**src/rtl/mem_port_arbiter_if.sv**
```systemverilog
// Bundle of the two requester handshakes and the shared memory port.
// The arbiter connects through the slave modport; the environment uses master.
interface mem_port_arbiter_if #(
    parameter int XLEN = 32
);
    logic            i_req;
    logic [XLEN-1:0] i_addr;
    logic            i_flush;
    logic            i_ack;
    logic [XLEN-1:0] i_rdata;

    logic            d_req;
    logic            d_we;
    logic [XLEN-1:0] d_addr;
    logic [XLEN-1:0] d_wdata;
    logic            d_ack;
    logic [XLEN-1:0] d_rdata;

    logic            mem_sel;
    logic            mem_req;
    logic            mem_we;
    logic [XLEN-1:0] mem_addr;
    logic [XLEN-1:0] mem_wdata;
    logic            mem_ready;
    logic [XLEN-1:0] mem_rdata;

    modport slave (
        input  i_req, i_addr, i_flush, d_req, d_we, d_addr, d_wdata,
               mem_ready, mem_rdata,
        output i_ack, i_rdata, d_ack, d_rdata,
               mem_sel, mem_req, mem_we, mem_addr, mem_wdata
    );

    modport master (
        output i_req, i_addr, i_flush, d_req, d_we, d_addr, d_wdata,
               mem_ready, mem_rdata,
        input  i_ack, i_rdata, d_ack, d_rdata,
               mem_sel, mem_req, mem_we, mem_addr, mem_wdata
    );
endinterface

```
**src/rtl/mem_port_arbiter.sv**
```systemverilog
// Shares one memory port between instruction fetch (read-only) and data access,
// one transaction in flight, with a starvation bound on fetch.
module mem_port_arbiter #(
    parameter int XLEN         = 32,
    parameter int STARVE_LIMIT = 4
) (
    input logic               clk,
    input logic               rst_n,
    mem_port_arbiter_if.slave bus
);
    typedef enum logic [1:0] {IDLE, GRANT_I, GRANT_D, DRAIN_I} state_t;

    localparam logic [3:0] LIMIT = 4'(STARVE_LIMIT);

    state_t          state;
    state_t          state_nxt;
    logic            sel_q;
    logic            we_q;
    logic [3:0]      starve_cnt;
    logic            force_i;
    logic            grant_i;
    logic            grant_d;
    logic [XLEN-1:0] addr_mux;
    logic [XLEN-1:0] wdata_mux;

    assign force_i = (starve_cnt == LIMIT) && bus.i_req;

    always_comb begin
        state_nxt = state;
        grant_i   = 1'b0;
        grant_d   = 1'b0;
        case (state)
            IDLE: begin
                if (bus.d_req && !force_i) begin
                    state_nxt = GRANT_D;
                    grant_d   = 1'b1;
                end else if (bus.i_req && !bus.i_flush) begin
                    state_nxt = GRANT_I;
                    grant_i   = 1'b1;
                end
            end
            // Memory cannot abort, so a flushed fetch is drained rather than dropped.
            GRANT_I: begin
                if (bus.mem_ready)     state_nxt = IDLE;
                else if (bus.i_flush)  state_nxt = DRAIN_I;
            end
            GRANT_D, DRAIN_I: begin
                if (bus.mem_ready) state_nxt = IDLE;
            end
            default: state_nxt = IDLE;
        endcase
    end

    always_ff @(posedge clk or negedge rst_n) begin
        if (!rst_n) state <= IDLE;
        else        state <= state_nxt;
    end

    // Select and write enable are latched at grant; write enable drops once idle.
    always_ff @(posedge clk or negedge rst_n) begin
        if (!rst_n) begin
            sel_q <= 1'b0;
            we_q  <= 1'b0;
        end else if (grant_d) begin
            sel_q <= 1'b1;
            we_q  <= bus.d_we;
        end else if (grant_i) begin
            sel_q <= 1'b0;
            we_q  <= 1'b0;
        end else if (state_nxt == IDLE) begin
            we_q  <= 1'b0;
        end
    end

    always_ff @(posedge clk or negedge rst_n) begin
        if (!rst_n)                                starve_cnt <= 4'd0;
        else if (!bus.i_req || grant_i)            starve_cnt <= 4'd0;
        else if (grant_d && (starve_cnt != LIMIT)) starve_cnt <= starve_cnt + 4'd1;
    end

    assign addr_mux  = sel_q ? bus.d_addr  : bus.i_addr;
    assign wdata_mux = sel_q ? bus.d_wdata : '0;

    assign bus.mem_req   = (state != IDLE);
    assign bus.mem_sel   = sel_q;
    assign bus.mem_we    = we_q;
    assign bus.mem_addr  = addr_mux;
    assign bus.mem_wdata = wdata_mux;

    assign bus.i_ack   = (state == GRANT_I) && bus.mem_ready && !bus.i_flush;
    assign bus.d_ack   = (state == GRANT_D) && bus.mem_ready;
    assign bus.i_rdata = bus.mem_rdata;
    assign bus.d_rdata = bus.mem_rdata;
endmodule

```
**src/flat_wrapper.sv**
```systemverilog
// flat-port wrapper written by rule: the top's interface ports become plain ports
module mem_port_arbiter_flat 
#(
    parameter int XLEN         = 32,
    parameter int STARVE_LIMIT = 4
)
  (clk, rst_n, bus_i_req, bus_i_addr, bus_i_flush, bus_d_req, bus_d_we, bus_d_addr, bus_d_wdata, bus_mem_ready, bus_mem_rdata, bus_i_ack, bus_i_rdata, bus_d_ack, bus_d_rdata, bus_mem_sel, bus_mem_req, bus_mem_we, bus_mem_addr, bus_mem_wdata);
  mem_port_arbiter_if #(.XLEN(XLEN)) bus_i ();
  input logic clk;
  input logic rst_n;
  input wire logic [$bits(bus_i.i_req)-1:0] bus_i_req;
  input wire logic [$bits(bus_i.i_addr)-1:0] bus_i_addr;
  input wire logic [$bits(bus_i.i_flush)-1:0] bus_i_flush;
  input wire logic [$bits(bus_i.d_req)-1:0] bus_d_req;
  input wire logic [$bits(bus_i.d_we)-1:0] bus_d_we;
  input wire logic [$bits(bus_i.d_addr)-1:0] bus_d_addr;
  input wire logic [$bits(bus_i.d_wdata)-1:0] bus_d_wdata;
  input wire logic [$bits(bus_i.mem_ready)-1:0] bus_mem_ready;
  input wire logic [$bits(bus_i.mem_rdata)-1:0] bus_mem_rdata;
  output wire logic [$bits(bus_i.i_ack)-1:0] bus_i_ack;
  output wire logic [$bits(bus_i.i_rdata)-1:0] bus_i_rdata;
  output wire logic [$bits(bus_i.d_ack)-1:0] bus_d_ack;
  output wire logic [$bits(bus_i.d_rdata)-1:0] bus_d_rdata;
  output wire logic [$bits(bus_i.mem_sel)-1:0] bus_mem_sel;
  output wire logic [$bits(bus_i.mem_req)-1:0] bus_mem_req;
  output wire logic [$bits(bus_i.mem_we)-1:0] bus_mem_we;
  output wire logic [$bits(bus_i.mem_addr)-1:0] bus_mem_addr;
  output wire logic [$bits(bus_i.mem_wdata)-1:0] bus_mem_wdata;
  assign bus_i.i_req = bus_i_req;
  assign bus_i.i_addr = bus_i_addr;
  assign bus_i.i_flush = bus_i_flush;
  assign bus_i.d_req = bus_d_req;
  assign bus_i.d_we = bus_d_we;
  assign bus_i.d_addr = bus_d_addr;
  assign bus_i.d_wdata = bus_d_wdata;
  assign bus_i.mem_ready = bus_mem_ready;
  assign bus_i.mem_rdata = bus_mem_rdata;
  assign bus_i_ack = bus_i.i_ack;
  assign bus_i_rdata = bus_i.i_rdata;
  assign bus_d_ack = bus_i.d_ack;
  assign bus_d_rdata = bus_i.d_rdata;
  assign bus_mem_sel = bus_i.mem_sel;
  assign bus_mem_req = bus_i.mem_req;
  assign bus_mem_we = bus_i.mem_we;
  assign bus_mem_addr = bus_i.mem_addr;
  assign bus_mem_wdata = bus_i.mem_wdata;
  mem_port_arbiter #(.XLEN(XLEN), .STARVE_LIMIT(STARVE_LIMIT)) u_core (.clk(clk), .rst_n(rst_n), .bus(bus_i));
endmodule
```
**config.mk**
```make
export PLATFORM = sky130hd
export DESIGN_NAME = mem_port_arbiter_flat
export DESIGN_NICKNAME = d
export VERILOG_FILES = /design/src/rtl/mem_port_arbiter_if.sv /design/src/rtl/mem_port_arbiter.sv /design/src/flat_wrapper.sv
export SDC_FILE = /design/constraint.sdc
export NUM_CORES = 1
export LEC_CHECK = 0
export ABC_AREA = 1
export CAP_MARGIN = 0
export CORE_AREA = 2 2 104 106
export DETAILED_ROUTE_END_ITERATION = 8
export DIE_AREA = 0 0 106 108
export PLACE_DENSITY_LB_ADDON = 0.1
export RECOVER_POWER = 100
export SYNTH_ARGS = -nofsm -noshare
export SYNTH_HDL_FRONTEND = slang
export SYNTH_SLANG_ARGS = --single-unit
```
**constraint.sdc**
```tcl
create_clock -name clk -period 3.4 [get_ports clk]
set_input_delay 0.51 -clock clk [delete_from_list [all_inputs] [get_ports clk]]
set_output_delay 0.51 -clock clk [all_outputs]
set_load 0.03 [all_outputs]
```
Word level (Yosys, flattened, before mapping)
Cells that the tools add are included.

Register bits: 8. Bits in latches: 0. Memory bits (writable): 0. Bits in read-only memories: 0. Input port bits: 135. Output and inout bits: 133. Memories kept: 0.

Add/subtract/negate cells: 1. Multiply operators: 0. Div/mod/pow operators: 0. Magnitude comparators: 0. Equality and inequality tests: 5. Shift-type cells: 0. Multiplexer cells: 20. Bitwise operators: 0. Reductions and logical operators: 18.

Operator list (number): two-way mux 32 bit (2); two-way mux 1 bit (10); two-way mux 2 bit (5); two-way mux 4 bit (2); logical AND 1 bit (7); case mux 2 bit (3 select lines) (1); nonzero test 2 bit (3); adder 4 x 1 -> 4 bit (second input constant) (1); equality test 2 bit (second input constant) (2); equality test 4 x 3 -> 1 bit (second input constant) (1); zero test 2 bit (2); != test 4 x 3 -> 1 bit (second input constant) (1); zero test 1 bit (3); nonzero test 3 bit (1); equality test 2 x 1 -> 1 bit (second input constant) (1); OR reduction 2 bit (1); logical OR 1 bit (1).

Depth between registers and ports, before layout
Depth after elaboration: 10. Gate-level depth with buffers: 7.

Least setup slack after synthesis
Ideal clock, no wire load.

Kind: input to output. Start point: input port bus_i_flush. End point: output port bus_i_ack. Data arrival time: 1424 ps. Required time: 2890 ps. Slack: 1466 ps. Cell stages on the path: 2. Buffers on the path: 0. Path through: or2_4 nor3_1.

Longest elaborated chain between the ends: 2.

RTL lines: start: declaration (line flat_wrapper.sv:13) `input wire logic [$bits(bus_i.i_flush)-1:0] bus_i_flush;`; zero test 1 bit (line mem_port_arbiter.sv:90) `assign bus.i_ack = (state == GRANT_I) && bus.mem_ready && !bus.i_flush;`; logical AND 1 bit (line mem_port_arbiter.sv:90); end: declaration (line flat_wrapper.sv:20) `output wire logic [$bits(bus_i.i_ack)-1:0] bus_i_ack;`.

No other way between the ends.

Worst setup path in the final report
Start point: register u_core.sel_q, in the netlist u_core.bus.mem_sel. End point: output port bus_mem_addr[4].

Longest elaborated chain between the ends: 1.

RTL lines: start: declaration (line mem_port_arbiter.sv:17) `logic sel_q;`; start signal: assignment (line mem_port_arbiter.sv:62) `sel_q <= 1'b0;`; start signal: assignment (line mem_port_arbiter.sv:65) `sel_q <= 1'b1;`; start signal: assignment (line mem_port_arbiter.sv:68) `sel_q <= 1'b0;`; two-way mux 32 bit (line mem_port_arbiter.sv:81) `assign addr_mux = sel_q ? bus.d_addr : bus.i_addr;`; end: declaration (line flat_wrapper.sv:27) `output wire logic [$bits(bus_i.mem_addr)-1:0] bus_mem_addr;`.

No other way between the ends.

==> run summary <==
WORST SETUP PATH
---------------------------------------------------------------------------------
Maximum fanout encountered on the critical timing path .............           32
Type of element launching the critical path ........................    flip-flop
Worst setup EP type ................................................  output port
Worst reg2reg startpoint ........................................... u_core.starve_cnt[0]
Dominant delay contributor by cell family on the critical path ..... buffers and inverters
CP Data Required Time ..............................................      2.89 ns
Worst reg2reg path depth ...........................................            7
Worst path buffer plus inverter count ..............................            3
Slowest library cell on the worst path ............................. sky130_fd_sc_hd__dlygate4sd3_1
Stage delay of the slowest cell on the critical path ...............      0.75 ns
Kind of critical path ..............................................   reg -> out
Most frequent cell on the critical path ............................ sky130_fd_sc_hd__nand2_1
List of cells traversed by the critical path ....................... inv_1 > buf_4 > nand2_1 > nand2_1 > dlygate4sd3_1
Critical register-to-register path endpoint ........................ u_core.starve_cnt[0]
Signal arrival time at the worst endpoint ..........................      2.36 ns
Register-to-register setup slack ...................................      1.98 ns

GRT
---------------------------------------------------------------------------------
GRT Residual Overflow ..............................................            0
All-Layer GR Usage .................................................        10.8%
First-pass GRT wire length .........................................      9860 um
Pin count of the biggest net entering global routing ...............           46
Initial antenna violation count ....................................            0
Via count of the first global-routing pass .........................         1863

CLOCKING
---------------------------------------------------------------------------------
Skew-Pair Late Insertion Delay .....................................      0.23 ns
Reg clk slew, reported paths .......................................      0.04 ns
Number of H-tree branching levels ..................................            1
Clock root buffer .................................................. sky130_fd_sc_hd__clkbuf_8
Count of hold-fix buffers inserted at cts ..........................            0
Number of buffers on the longest clock path ........................            2
Number of buffers created by CTS ...................................            3
Cts repair resizes .................................................            0
Setup bufs post-CTS ................................................            0
Clock tree from TritonCTS ..........................................         done
Sinks on Clock Net .................................................            8

FLOORPLAN
---------------------------------------------------------------------------------
Die Wd .............................................................       106 um
Standard-cell row count ............................................           37
Vert. Die Dim ......................................................       108 um
Core region area ................................................... 0.0102 sq mm
Initial standard-cell utilization of the core ......................        15.7%
Die Outline Area ................................................... 0.0114 sq mm
Top Ports ..........................................................          268

YOSYS
---------------------------------------------------------------------------------
Library cell occupying the most area in the post-synthesis netlist . sky130_fd_sc_hd__nand2_1
Area fraction of the dominant cell type after synthesis ............        31.5%
Count of cell types in the netlist .................................           20
Gate count after technology mapping ................................          290
Mapped cell area ................................................... 0.00161 sq mm
Net Count, Synth ...................................................          427
Synthesis Warnings .................................................            0
Flip-flop and latch count after synthesis ..........................            8
Average cell area after synthesis ..................................   5.54 sq um
Seq/Total Area, Yosys ..............................................        12.5%
Main area contributors after synthesis ............................. sky130_fd_sc_hd__nand2_1, sky130_fd_sc_hd__buf_4, sky130_fd_sc_hd__dfrtp_1

ROUTING
---------------------------------------------------------------------------------
Post-Route WL ......................................................      6880 um
Vias after detailed routing ........................................         1934
Remaining routing DRC violations ...................................            0
Final routed wire length divided by cell count .....................      13.0 um
First-iteration detailed-routing DRC count .........................           79
Post-DRT Antenna Nets ..............................................            0
Average vias per placed instance ...................................         3.66
Total iterations of the first detailed-routing run .................            4

STA
---------------------------------------------------------------------------------
Worst clock skew ...................................................   0.00425 ns
TNS Setup ..........................................................         0 ns
Period utilisation layout ..........................................        84.3%
Setup-failing EPs final ............................................            0
Transition time at the pin with the least slew margin ..............     0.748 ns
Final critical-path required period ................................      2.87 ns
Worst rel slew slack ...............................................        50.2%
Unrepaired setup endpoints after global routing ....................        false
Maximum operating frequency ........................................      349 MHz
Hold Fails Final Rpt ...............................................            0
Max-slew violation count ...........................................            0

JOB
---------------------------------------------------------------------------------
Max Cap Viol .......................................................            0

POWER AND IR DROP
---------------------------------------------------------------------------------
P_leak .............................................................      1.61 nW
Maximum resistive drop on vdd ......................................     0.322 mV
Total power divided by cell area ...................................  465 mW/mm^2

PLACED DESIGN
---------------------------------------------------------------------------------
Port Buffer Count ..................................................          171
RD Place Congestion ................................................        0.774
Dpl hpwl ...........................................................      5660 um

CELLS AND AREA
---------------------------------------------------------------------------------
Share of layout cells above drive strength 1 .......................        2.80%
Antenna fix cells ..................................................            0
Post-layout nets ...................................................          531
Area added between synthesis and finish ............................        88.0%
Share of the core filled with cells ................................        29.5%

HOLD PATH
---------------------------------------------------------------------------------
Worst hold path depth ..............................................            2
Hold Crit Endpoint ................................................. u_core.bus.mem_we
Hold Crit Start .................................................... u_core.bus.mem_we
Hold Path Class ....................................................   reg -> reg

RUN STATUS
---------------------------------------------------------------------------------
Result of the run .................................................. finished clean

==> cells in the final DEF, fill, tap and decap left out <==
cell type                         count
sky130_fd_sc_hd__a21oi_2              1
sky130_fd_sc_hd__buf_12               1
sky130_fd_sc_hd__buf_4                1
sky130_fd_sc_hd__clkbuf_1             1
sky130_fd_sc_hd__clkbuf_8             3
sky130_fd_sc_hd__clkdlybuf4s50_1    103
sky130_fd_sc_hd__dfrtp_1              8
sky130_fd_sc_hd__dlygate4sd3_1       68
sky130_fd_sc_hd__ha_1                 2
sky130_fd_sc_hd__inv_1               42
sky130_fd_sc_hd__inv_2                1
sky130_fd_sc_hd__nand2_1            137
sky130_fd_sc_hd__nand3_1              9
sky130_fd_sc_hd__nand4_1              5
sky130_fd_sc_hd__nand4_2              1
sky130_fd_sc_hd__nor2_1               1
sky130_fd_sc_hd__nor2_2               1
sky130_fd_sc_hd__nor2_4               1
sky130_fd_sc_hd__nor3_1               1
sky130_fd_sc_hd__o21ai_0              3
sky130_fd_sc_hd__or2_4                1
sky130_fd_sc_hd__xor2_1               2
==> where the power goes <==
group	leakage (nW)	internal, mW	switching, mW
sequential	0.104	0.108	0.0339
combinational	1.48	0.446	0.694
clock	0.0228	0.0815	0.0400
==> sequential cells by signal, summed over array words and instances (netlist names) <==
name	flops
u_core.bus.mem_we	1
u_core.starve_cnt	4
u_core.state	2
u_core.bus.mem_sel	1
==> metrics by stage <==
stage	cell area, sq um	worst slack [ns]	hold slack, ns	power [mW]	cells
floorplan	1610	1.47	0.214	0.938	290
global route	3020	0.343	0.578	1.50	529
detailed placement	2990	0.872	0.535	1.38	525
CTS	3030	0.692	0.547	1.51	529
global placement	2990	0.877	0.527	1.38	525
finish	3020	0.535	0.522	1.40	529
==> how the worst max path moves through the flow <==
stage | from | end | slack (ns) | depth (start not counted)
2_1_floorplan | bus_i_flush | bus_i_ack | 1.47 | 2
5_1_grt | u_core.bus.mem_sel | bus_mem_addr[4] | 0.34 | 5
4_1_cts | u_core.bus.mem_sel | bus_mem_addr[4] | 0.69 | 5
3_5_place_dp | bus_i_flush | bus_i_ack | 0.87 | 4
3_3_place_gp | bus_i_flush | bus_i_ack | 0.88 | 4
6_report | u_core.bus.mem_sel | bus_mem_addr[4] | 0.53 | 5
==> routing by layer <==
metal,part of all wire [%],global-route usage [%],routed length (um)
met5,0,0,0
met4,1.9,2.63,128
met3,10,4.10,706
met2,54,20.5,3680
met1,34,11.4,2360
==> area by class of cell <==
cell class              count  area (sq um)
clock buffers               4          45.0
fillers                  1158          7210
inverters                  43           161
multi-input cells         165           704
flip-flops and latches      8           200
well taps                 136           170
repair buffers            173          1740
==> logic make-up (layout without fill, tap and decap cells) <==
logic type	count (synthesis)	in the layout	share of synthesized area, %
and+or+nand+nor	157	157	40.4
buffers and inverters	117	220	43.0
DFF	8	8	12.5
AOI/OAI and AO/OA	4	4	1.48
adders and majority gates	2	2	1.56
xor gates and xnor gates	2	2	1.09
==> synth_stat cells <==
cell type	n
sky130_fd_sc_hd__nand2_1	135
sky130_fd_sc_hd__buf_4	64
sky130_fd_sc_hd__inv_1	42
sky130_fd_sc_hd__buf_2	9
sky130_fd_sc_hd__nand3_1	9
sky130_fd_sc_hd__dfrtp_1	8
sky130_fd_sc_hd__nand4_1	4
sky130_fd_sc_hd__o21ai_0	3
sky130_fd_sc_hd__ha_1	2
sky130_fd_sc_hd__nand2_2	2
sky130_fd_sc_hd__nand4_2	2
sky130_fd_sc_hd__xor2_1	2
sky130_fd_sc_hd__a21oi_2	1
sky130_fd_sc_hd__clkbuf_1	1
sky130_fd_sc_hd__inv_2	1
sky130_fd_sc_hd__nor2_1	1
sky130_fd_sc_hd__nor2_2	1
sky130_fd_sc_hd__nor2_4	1
sky130_fd_sc_hd__nor3_1	1
sky130_fd_sc_hd__or2_4	1
==> worst min-delay path, delay by kind of cell (launching register included) <==
| kind | cells | cell delay [ns] |
|---|---|---|
| AO/OA/AOI/OAI | 1 | 0.06 |
| flip-flops | 1 | 0.34 |
| AND/OR/NAND/NOR | 1 | 0.08 |
(Power assumes the default switching activity.)
